==> src/rtl/stopwatch_timer_ctrl.sv <==
// Four-digit BCD stopwatch / countdown timer: switch synchronisers, edge-triggered
// commands, tick prescaler, lap freeze and seven-segment decode.
module stopwatch_timer_ctrl #(
    parameter int CLK_HZ         = 50_000_000,
    parameter int TICK_HZ        = 1,
    parameter int MAX_MIN        = 59,
    parameter bit SEG_ACTIVE_LOW = 1'b0
) (
    input  logic        clk,
    input  logic        rst,
    input  logic        sw_start,
    input  logic        sw_stop,
    input  logic        sw_clear,
    input  logic        sw_lap,
    input  logic        sw_load,
    input  logic        sw_down,
    input  logic [15:0] preset,
    output logic [15:0] digits,
    output logic [6:0]  seg1,
    output logic [6:0]  seg2,
    output logic [6:0]  seg3,
    output logic [6:0]  seg4,
    output logic [1:0]  state,
    output logic        tick,
    output logic        wrap,
    output logic        lap_hold,
    output logic        load_err,
    output logic        led
);
    localparam int DIV = CLK_HZ / TICK_HZ;
    localparam int PW  = $clog2(DIV);

    typedef enum logic [1:0] {IDLE = 2'b00, RUN = 2'b01, PAUSE = 2'b10, DONE = 2'b11} state_t;

    function automatic logic preset_ok(input logic [15:0] p);
        int mins;
        mins = 10 * int'(p[15:12]) + int'(p[11:8]);
        return (p[15:12] <= 4'd9) && (p[11:8] <= 4'd9) && (p[7:4] <= 4'd5) &&
               (p[3:0] <= 4'd9) && (mins <= MAX_MIN);
    endfunction

    function automatic logic at_top(input logic [15:0] c);
        int mins;
        mins = 10 * int'(c[15:12]) + int'(c[11:8]);
        return (mins == MAX_MIN) && (c[7:0] == 8'h59);
    endfunction

    function automatic logic [15:0] bcd_inc(input logic [15:0] c);
        logic [15:0] r;
        r = c;
        if (c[3:0] != 4'd9) r[3:0] = c[3:0] + 4'd1;
        else begin
            r[3:0] = 4'd0;
            if (c[7:4] != 4'd5) r[7:4] = c[7:4] + 4'd1;
            else begin
                r[7:4] = 4'd0;
                if (at_top(c)) r[15:8] = 8'h00;
                else if (c[11:8] != 4'd9) r[11:8] = c[11:8] + 4'd1;
                else begin
                    r[11:8]  = 4'd0;
                    r[15:12] = c[15:12] + 4'd1;
                end
            end
        end
        return r;
    endfunction

    function automatic logic [15:0] bcd_dec(input logic [15:0] c);
        logic [15:0] r;
        r = c;
        if (c[3:0] != 4'd0) r[3:0] = c[3:0] - 4'd1;
        else begin
            r[3:0] = 4'd9;
            if (c[7:4] != 4'd0) r[7:4] = c[7:4] - 4'd1;
            else begin
                r[7:4] = 4'd5;
                if (c[11:8] != 4'd0) r[11:8] = c[11:8] - 4'd1;
                else begin
                    r[11:8]  = 4'd9;
                    r[15:12] = c[15:12] - 4'd1;
                end
            end
        end
        return r;
    endfunction

    function automatic logic [6:0] seg_of(input logic [3:0] d);
        logic [6:0] s;
        case (d)
            4'd0:    s = 7'b0111111;
            4'd1:    s = 7'b0000110;
            4'd2:    s = 7'b1011011;
            4'd3:    s = 7'b1001111;
            4'd4:    s = 7'b1100110;
            4'd5:    s = 7'b1101101;
            4'd6:    s = 7'b1111101;
            4'd7:    s = 7'b0000111;
            4'd8:    s = 7'b1111111;
            4'd9:    s = 7'b1101111;
            default: s = 7'b0000000;
        endcase
        return SEG_ACTIVE_LOW ? ~s : s;
    endfunction

    logic [4:0]    sw_raw, sync1, sync2, sync3, cmd;
    logic          down1, down2;
    logic          cmd_start, cmd_stop, cmd_clear, cmd_lap, cmd_load;
    state_t        cur_state, state_nxt;
    logic [15:0]   cnt, cnt_nxt, lap_reg, lap_nxt;
    logic [PW-1:0] presc, presc_nxt;
    logic          mode, mode_nxt, hold_nxt, led_nxt, wrap_nxt, err_nxt;

    assign sw_raw = {sw_load, sw_lap, sw_clear, sw_stop, sw_start};
    assign {cmd_load, cmd_lap, cmd_clear, cmd_stop, cmd_start} = cmd;

    // Synchroniser stage: two flops, then a registered rising-edge pulse.
    always_ff @(posedge clk or negedge rst) begin
        if (!rst) begin
            sync1 <= '0;
            sync2 <= '0;
            sync3 <= '0;
            cmd   <= '0;
            down1 <= 1'b0;
            down2 <= 1'b0;
        end else begin
            sync1 <= sw_raw;
            sync2 <= sync1;
            sync3 <= sync2;
            cmd   <= sync2 & ~sync3;
            down1 <= sw_down;
            down2 <= down1;
        end
    end

    // A stop or clear acting this cycle suppresses the count instant.
    assign tick = (cur_state == RUN) && (presc == PW'(DIV - 1)) && !cmd_clear && !cmd_stop;

    always_comb begin
        state_nxt = cur_state;
        cnt_nxt   = cnt;
        lap_nxt   = lap_reg;
        presc_nxt = presc;
        mode_nxt  = mode;
        hold_nxt  = lap_hold;
        led_nxt   = led;
        wrap_nxt  = 1'b0;
        err_nxt   = 1'b0;
        if (cmd_clear) begin
            state_nxt = IDLE;
            cnt_nxt   = '0;
            presc_nxt = '0;
            hold_nxt  = 1'b0;
            led_nxt   = 1'b0;
        end else if (cmd_load && cur_state != RUN) begin
            if (preset_ok(preset)) begin
                cnt_nxt   = preset;
                state_nxt = IDLE;
                hold_nxt  = 1'b0;
                led_nxt   = 1'b0;
            end else begin
                err_nxt = 1'b1;
            end
        end else if (cmd_stop && cur_state == RUN) begin
            state_nxt = PAUSE;
            hold_nxt  = 1'b0;
        end else if (cmd_start && cur_state == IDLE) begin
            if (!(down2 && cnt == 16'h0000)) begin
                state_nxt = RUN;
                mode_nxt  = down2;
                presc_nxt = '0;
            end
        end else if (cmd_start && cur_state == PAUSE) begin
            if (!(mode && cnt == 16'h0000)) state_nxt = RUN;
        end else if (cur_state == RUN) begin
            if (cmd_lap) begin
                hold_nxt = !lap_hold;
                if (!lap_hold) lap_nxt = cnt;
            end
            presc_nxt = tick ? '0 : presc + PW'(1);
            if (tick) begin
                led_nxt = !led;
                if (!mode) begin
                    cnt_nxt  = bcd_inc(cnt);
                    wrap_nxt = at_top(cnt);
                end else begin
                    cnt_nxt = bcd_dec(cnt);
                    if (cnt == 16'h0001) begin
                        state_nxt = DONE;
                        hold_nxt  = 1'b0;
                        led_nxt   = 1'b1;
                    end
                end
            end
        end
    end

    // Control/counter register stage.
    always_ff @(posedge clk or negedge rst) begin
        if (!rst) begin
            cur_state <= IDLE;
            cnt       <= '0;
            lap_reg   <= '0;
            presc     <= '0;
            mode      <= 1'b0;
            lap_hold  <= 1'b0;
            led       <= 1'b0;
            wrap      <= 1'b0;
            load_err  <= 1'b0;
        end else begin
            cur_state <= state_nxt;
            cnt       <= cnt_nxt;
            lap_reg   <= lap_nxt;
            presc     <= presc_nxt;
            mode      <= mode_nxt;
            lap_hold  <= hold_nxt;
            led       <= led_nxt;
            wrap      <= wrap_nxt;
            load_err  <= err_nxt;
        end
    end

    assign state  = cur_state;
    assign digits = lap_hold ? lap_reg : cnt;
    assign seg1   = seg_of(digits[3:0]);
    assign seg2   = seg_of(digits[7:4]);
    assign seg3   = seg_of(digits[11:8]);
    assign seg4   = seg_of(digits[15:12]);

endmodule

==> config.mk <==
export PLATFORM = sky130hd
export DESIGN_NAME = stopwatch_timer_ctrl
export DESIGN_NICKNAME = d
export VERILOG_FILES = /design/src/rtl/stopwatch_timer_ctrl.sv
export SDC_FILE = /design/constraint.sdc
export NUM_CORES = 1
export LEC_CHECK = 0
export CORE_MARGIN = 2
export CORE_UTILIZATION = 61
export DETAILED_ROUTE_END_ITERATION = 7
export PLACE_DENSITY_LB_ADDON = 0.05
export SLEW_MARGIN = 0
export SYNTH_ARGS = -nofsm -noshare
export SYNTH_HDL_FRONTEND = slang
export SYNTH_SLANG_ARGS = --single-unit
export TNS_END_PERCENT = 10
==> constraint.sdc <==
create_clock -name clk -period 9.1 [get_ports clk]
set_input_delay 1.82 -clock clk [delete_from_list [all_inputs] [get_ports clk]]
set_output_delay 1.82 -clock clk [all_outputs]
set_load 0.02 [all_outputs]
; After elaboration in Yosys (flattened, before gate mapping)
; Memory sizes are Yosys's and may differ from the RTL's.
; Index checks and enable logic that the tools add are counted.
[word_totals]
reg_bits = 87
rom_bits = 448
in_bits = 24
output_inout_bits = 51
wordCells = 190
n_memories = 4
[mem_list]
columns = memory, depth, width, read_ports, rd_ports_with_merged_regs, write_ports, line
row1 = (no name shown), 16, 7, 1, 0, 0, 89  ; case (d)
row2 = (no name shown), 16, 7, 1, 0, 0, 89
row3 = (no name shown), 16, 7, 1, 0, 0, 89
row4 = (no name shown), 16, 7, 1, 0, 0, 89
[op_classes]
addsub = 11
multipliers = 2
order_cmp = 5
n_eq_ne = 28
mux = 74
bitwise = 8
n_reduce_logical = 40
[op_table]
columns = operator, n
row1 = 26-bit two-way mux, 8
row2 = 16-bit two-way mux, 10
row3 = 4-bit inequality test (second input constant), 9
row4 = 4-bit two-way mux, 8
row5 = 1-bit two-way mux, 31
row6 = 26-bit by 1-bit adder with 26-bit output (second input constant), 1
row7 = 26-bit equality test (second input constant), 1
row8 = 12-bit two-way mux, 2
row9 = 2-bit two-way mux, 12
row10 = 8-bit two-way mux, 3
row11 = 6-bit nonzero test, 4
row12 = 8-bit by 4-bit adder with 9-bit output, 2
row13 = 4-bit by 1-bit adder with 4-bit output (second input constant), 4
row14 = 16-bit by 1-bit equality test with 1-bit output (second input constant), 1
row15 = 16-bit logical NOT, 1
row16 = 4-bit nonzero test, 4
row17 = 4-bit by 1-bit subtractor with 4-bit output (second input constant), 4
row18 = 3-bit inequality test (second input constant), 5
row19 = 1-bit logical AND, 14
row20 = 3-bit by 4-bit multiplier with 7-bit output (first input constant), 2
row21 = 7-bit AND reduction, 2
row22 = 4-bit <= comparator (second input constant), 3
row23 = 12-bit AND reduction, 1
row24 = 5-bit inequality test (second input constant), 2
row25 = other kinds (22), 34

; Depth between registers and ports, before layout
[logic_depth]
word_depth = 15
ltp_mapped = 10
depth_no_buf = 9

; Least setup slack after synthesis
; Ideal clock, no wire load.
[synth_timing]
kind = register to output
start = register lap_hold
end = output seg1[6]
arrival_ns = 2.643
required_ns = 7.280
setup_slack_ns = 4.637
path_stages_with_launch = 9
n_path_buf = 2
cell_sequence = dfrtp_1 clkbuf_1 clkbuf_1 mux2i_1 inv_1 ha_1 nor2_1 a21oi_1 o21ai_0
[synth_via]
elab_chain_cells = 2
[synth_lines]
columns = item, line
row1 = from (decl), 26  ; output logic lap_hold,
row2 = from (signal assigned), 215  ; lap_hold <= hold_nxt;
row3 = 16-bit two-way mux, -
row4 = via digits[0], 18  ; output logic [15:0] digits,
row5 = memory read 16 x 7 bit, -
row6 = to (decl), 19  ; output logic [6:0] seg1,
; The timed path passes the listed nets, and every way through them passes these cells.

; Worst setup path after layout
[layout_timing]
start = register lap_hold
end = output seg4[6]
[layout_via]
elab_chain_cells = 2
[layout_lines]
columns = item, line
row1 = 16-bit two-way mux, -
row2 = memory read 16 x 7 bit, -
row3 = to (decl), 22  ; output logic [6:0] seg4,
; No other way between the ends.

==> impl_results.md <==
* Post-detailed-route count of antenna-violating nets at 0
* Longest Clk Path Bufs at 2
* Ports at 75
* Min-delay worst type: reg2reg
* Seq pwr share at 24.3%
* Post_cts resized at 0
* CORE AREA at 0.009639 sq mm
* Die area at 0.01058 sq mm
* Initial DRC Count at 334
* Static Leakage at 0.003070 uW
* Worst Max-Slew Pin Slew at 1.073 ns
* Max-cap viol count at 0
* CTS root buf: clkbuf_8
* IO buf count at 74
* Hold depth at 0
* CTS Hold Bufs at 0
* Fin. Hold Viols at 0
* Setup TNS at 0 ns
* Chip Height at 102.9 microns
* Fill count at 750
* Routed WL at 14110 microns
* RSZ-0062 raised after global routing: no
* Clock latency at the later pin of the worst-skew pair at 0.38 ns
* Avg WL per Cell at 16.39 microns
* Met3 usage at 4.814%
* Crit. Startpoint: lap_hold
* Final setup fails at 0
* Starting Density at 61.86%
* Post-Layout Inst Area at 0.006993 sq mm
* Reg2Reg Depth at 9
* Grt total ovfl at 0
* Ys async rst share at 100.0%
* CTS tree: yes
* Clock transition at path regs at 0.10 ns
* Gpl congestion at 0.8602
* Sequential element share of the synthesized area at 36.51%
* Yosys reg bits at 87
* Fin cells at 861
* Minimum clock period at 5.207 ns
* Htree depth at 3
* ANT cells at 0
* Placed insts at 845
* Internal power at 1261 uW
* Hold endpoint: sync2[0]
* DRC violations left at 0
* Synthesis Warnings at 0
* Hold Slack at 0.3557 ns
* Antenna violations before repair at 0
* Number of flops mapped to enable cells by yosys at 0
* Post-CTS setup buffers at 0
* Final Skew at 0.009778 ns
* Cts bufs inserted at 9
* CP Launch Type: flip-flop
* Endpoint class of the critical path: output pin
* M1 GR Usage at 40.96%
* Vias/cell at 6.143
* Post-synthesis cell type count at 73
* Placement Setup Slack at 3.721 ns
* Sw Pwr at 1173 uW
* WS Path Type: reg2out
* GRT Overall Usage at 27.72%
* Vias in the first global route at 4840
* Comb power frac at 64.4%
* Slew headroom at 28.49%
* Mapped Area at 0.005963 sq mm
* Die X at 102.9 microns
* Drt first pass iters at 5
* R2r setup slk at 5.33 ns
* Prevailing post-synth register cell: dfrtp_1
* Final Cycle Share at 57.23%
* Area occupied by multi-input gates at 0.003528 sq mm
* Final worst setup slack at 3.893 ns
* First-pass GRT wire length at 23250 microns
* Routing usage on met2 at 42.23%
* Gate Count Post-Synth at 659
* Cell Pwr Density at 348.1 mW/mm^2
* Status: finished clean
* Arrival time worst endpoint at 3.39 ns
* Core Rows at 36
* Critical path required time at 7.28 ns
* Worst vdd ir at 0.0003733 V
* Final nets at 802
* Launching point of the worst reg2reg path: cnt[15]
* Fmax at 0.1920 GHz
* Min-delay src: sync1[0]
* Clock network power share at 11.3%
* Share of layout cells above drive strength 1 at 6.593%
* CP Max Fanout at 25
* GR peak layer: met2
* CTS Sinks at 87
* Switch share at 48.19%
* Area Growth Syn to Fin at 17.27%
* Via count at 5289
* Register area at 0.002177 sq mm
* Placed cell area at 0.006788 sq mm
* Avg Inst Size Synth at 9.049 sq um
* Max-slew violation count at 0
* Max reg flops at 26
* Mapped Nets at 738
* DP HPWL at 10200 microns
* Crit Reg-Reg Endpoint: cnt[14]
* Largest net degree at the start of global routing at 88
[critical path, stage by stage, from the launching register on]
cell             delay (ns)
dfrtp_1                0.99
mux2i_1                0.56
inv_1                  0.17
ha_1                   0.23
nor2_1                 0.14
a21oi_1                0.06
o21ai_0                0.19
clkdlybuf4s50_1        0.65
[Yosys cell counts (all sizes together) (5+ instances only)]
cell type,number,area (sq um)
a31oi,8,50.05
o21a,8,60.06
xnor2,6,52.55
nor2,49,183.9
a21oi,46,230.2
buf,12,68.81
clkbuf,15,56.30
mux2,12,135.1
a22o,7,61.31
nand2,65,244.0
o31ai,6,45.04
nor2b,13,81.33
nor3,11,71.32
xor2,9,78.83
nor4,7,43.79
nand2b,8,50.05
nand3b,8,60.06
ha,51,638.1
nand3,16,80.08
dfrtp,87,2177
mux2i,18,180.2
or4,5,45.04
and3,8,50.05
a211oi,5,50.05
o21ai,68,340.3
nand4,11,68.82
inv,33,123.9
[power groups by stage]
stage | Combinational (uW) | Sequential, uW | Clock (uW)
after floorplan | 1030 | 545 | 0
after global placement | 1510 | 593 | 0
after detailed placement | 1550 | 598 | 0
after CTS | 1570 | 590 | 280
after global routing | 1720 | 609 | 300
final | 1570 | 592 | 275
[placed cells by master (no fill, tap or decap), drive strengths merged, types with 8 or more instances in the layout]
cell type	instances
mux2	12
nand2	65
xor2	9
nand2b	8
o21ai	68
nor2b	13
ha	51
clkdlybuf4s50	73
nand4	11
nand3	16
mux2i	18
nand3b	8
dfrtp	87
nor2	49
a21oi	46
inv	37
and3	8
a31oi	8
o21a	8
clkbuf	9
nor3	11
[cell families (layout without fill, tap and decap cells)]
family	count (synthesis)	count (layout)	share of synthesized area, %
adders and majority gates	55	55	12.04
muxes	30	30	5.287
and+or+nand+nor	225	225	19.81
AOI/OAI and AO/OA	186	186	19.83
buffers and inverters	61	130	4.322
xor gates and xnor gates	15	15	2.203
DFF	87	87	36.51
[area by class of cell]
class | instances | share of cell area [%]
clock inverter | 7 | 1.163
multi-input combinational | 511 | 50.46
clock buffer | 9 | 1.771
inverter | 34 | 1.897
tap | 133 | 2.380
timing repair buffer | 80 | 11.20
sequential | 87 | 31.13
[metal layers]
layer / vias up / routed length (microns)
met5: - / 0
met4: 0 / 179
met3: 17 / 898
met2: 196 / 6456
met1: 2565 / 6574
li1: 2511 / -
[metrics by stage]
stage / total power [uW] / util [%]
2_1_floorplan: 1574 / -
3_3_place_gp: 2107 / 70.42
3_5_place_dp: 2146 / 70.42
4_1_cts: 2436 / 72.55
5_1_grt: 2632 / 72.55
6_report: 2434 / 72.55
[worst max-delay path by stage]
stage          slack (ns)       end  depth (start not counted)
6_report             3.89   seg4[6]                          7
5_1_grt              3.56   seg3[6]                          7
4_1_cts              3.87   seg4[6]                          7
3_5_place_dp         3.72  state[0]                         11
3_3_place_gp         3.82  state[0]                         11
2_1_floorplan        4.64   seg1[6]                          8
(Power assumes the default switching activity.)
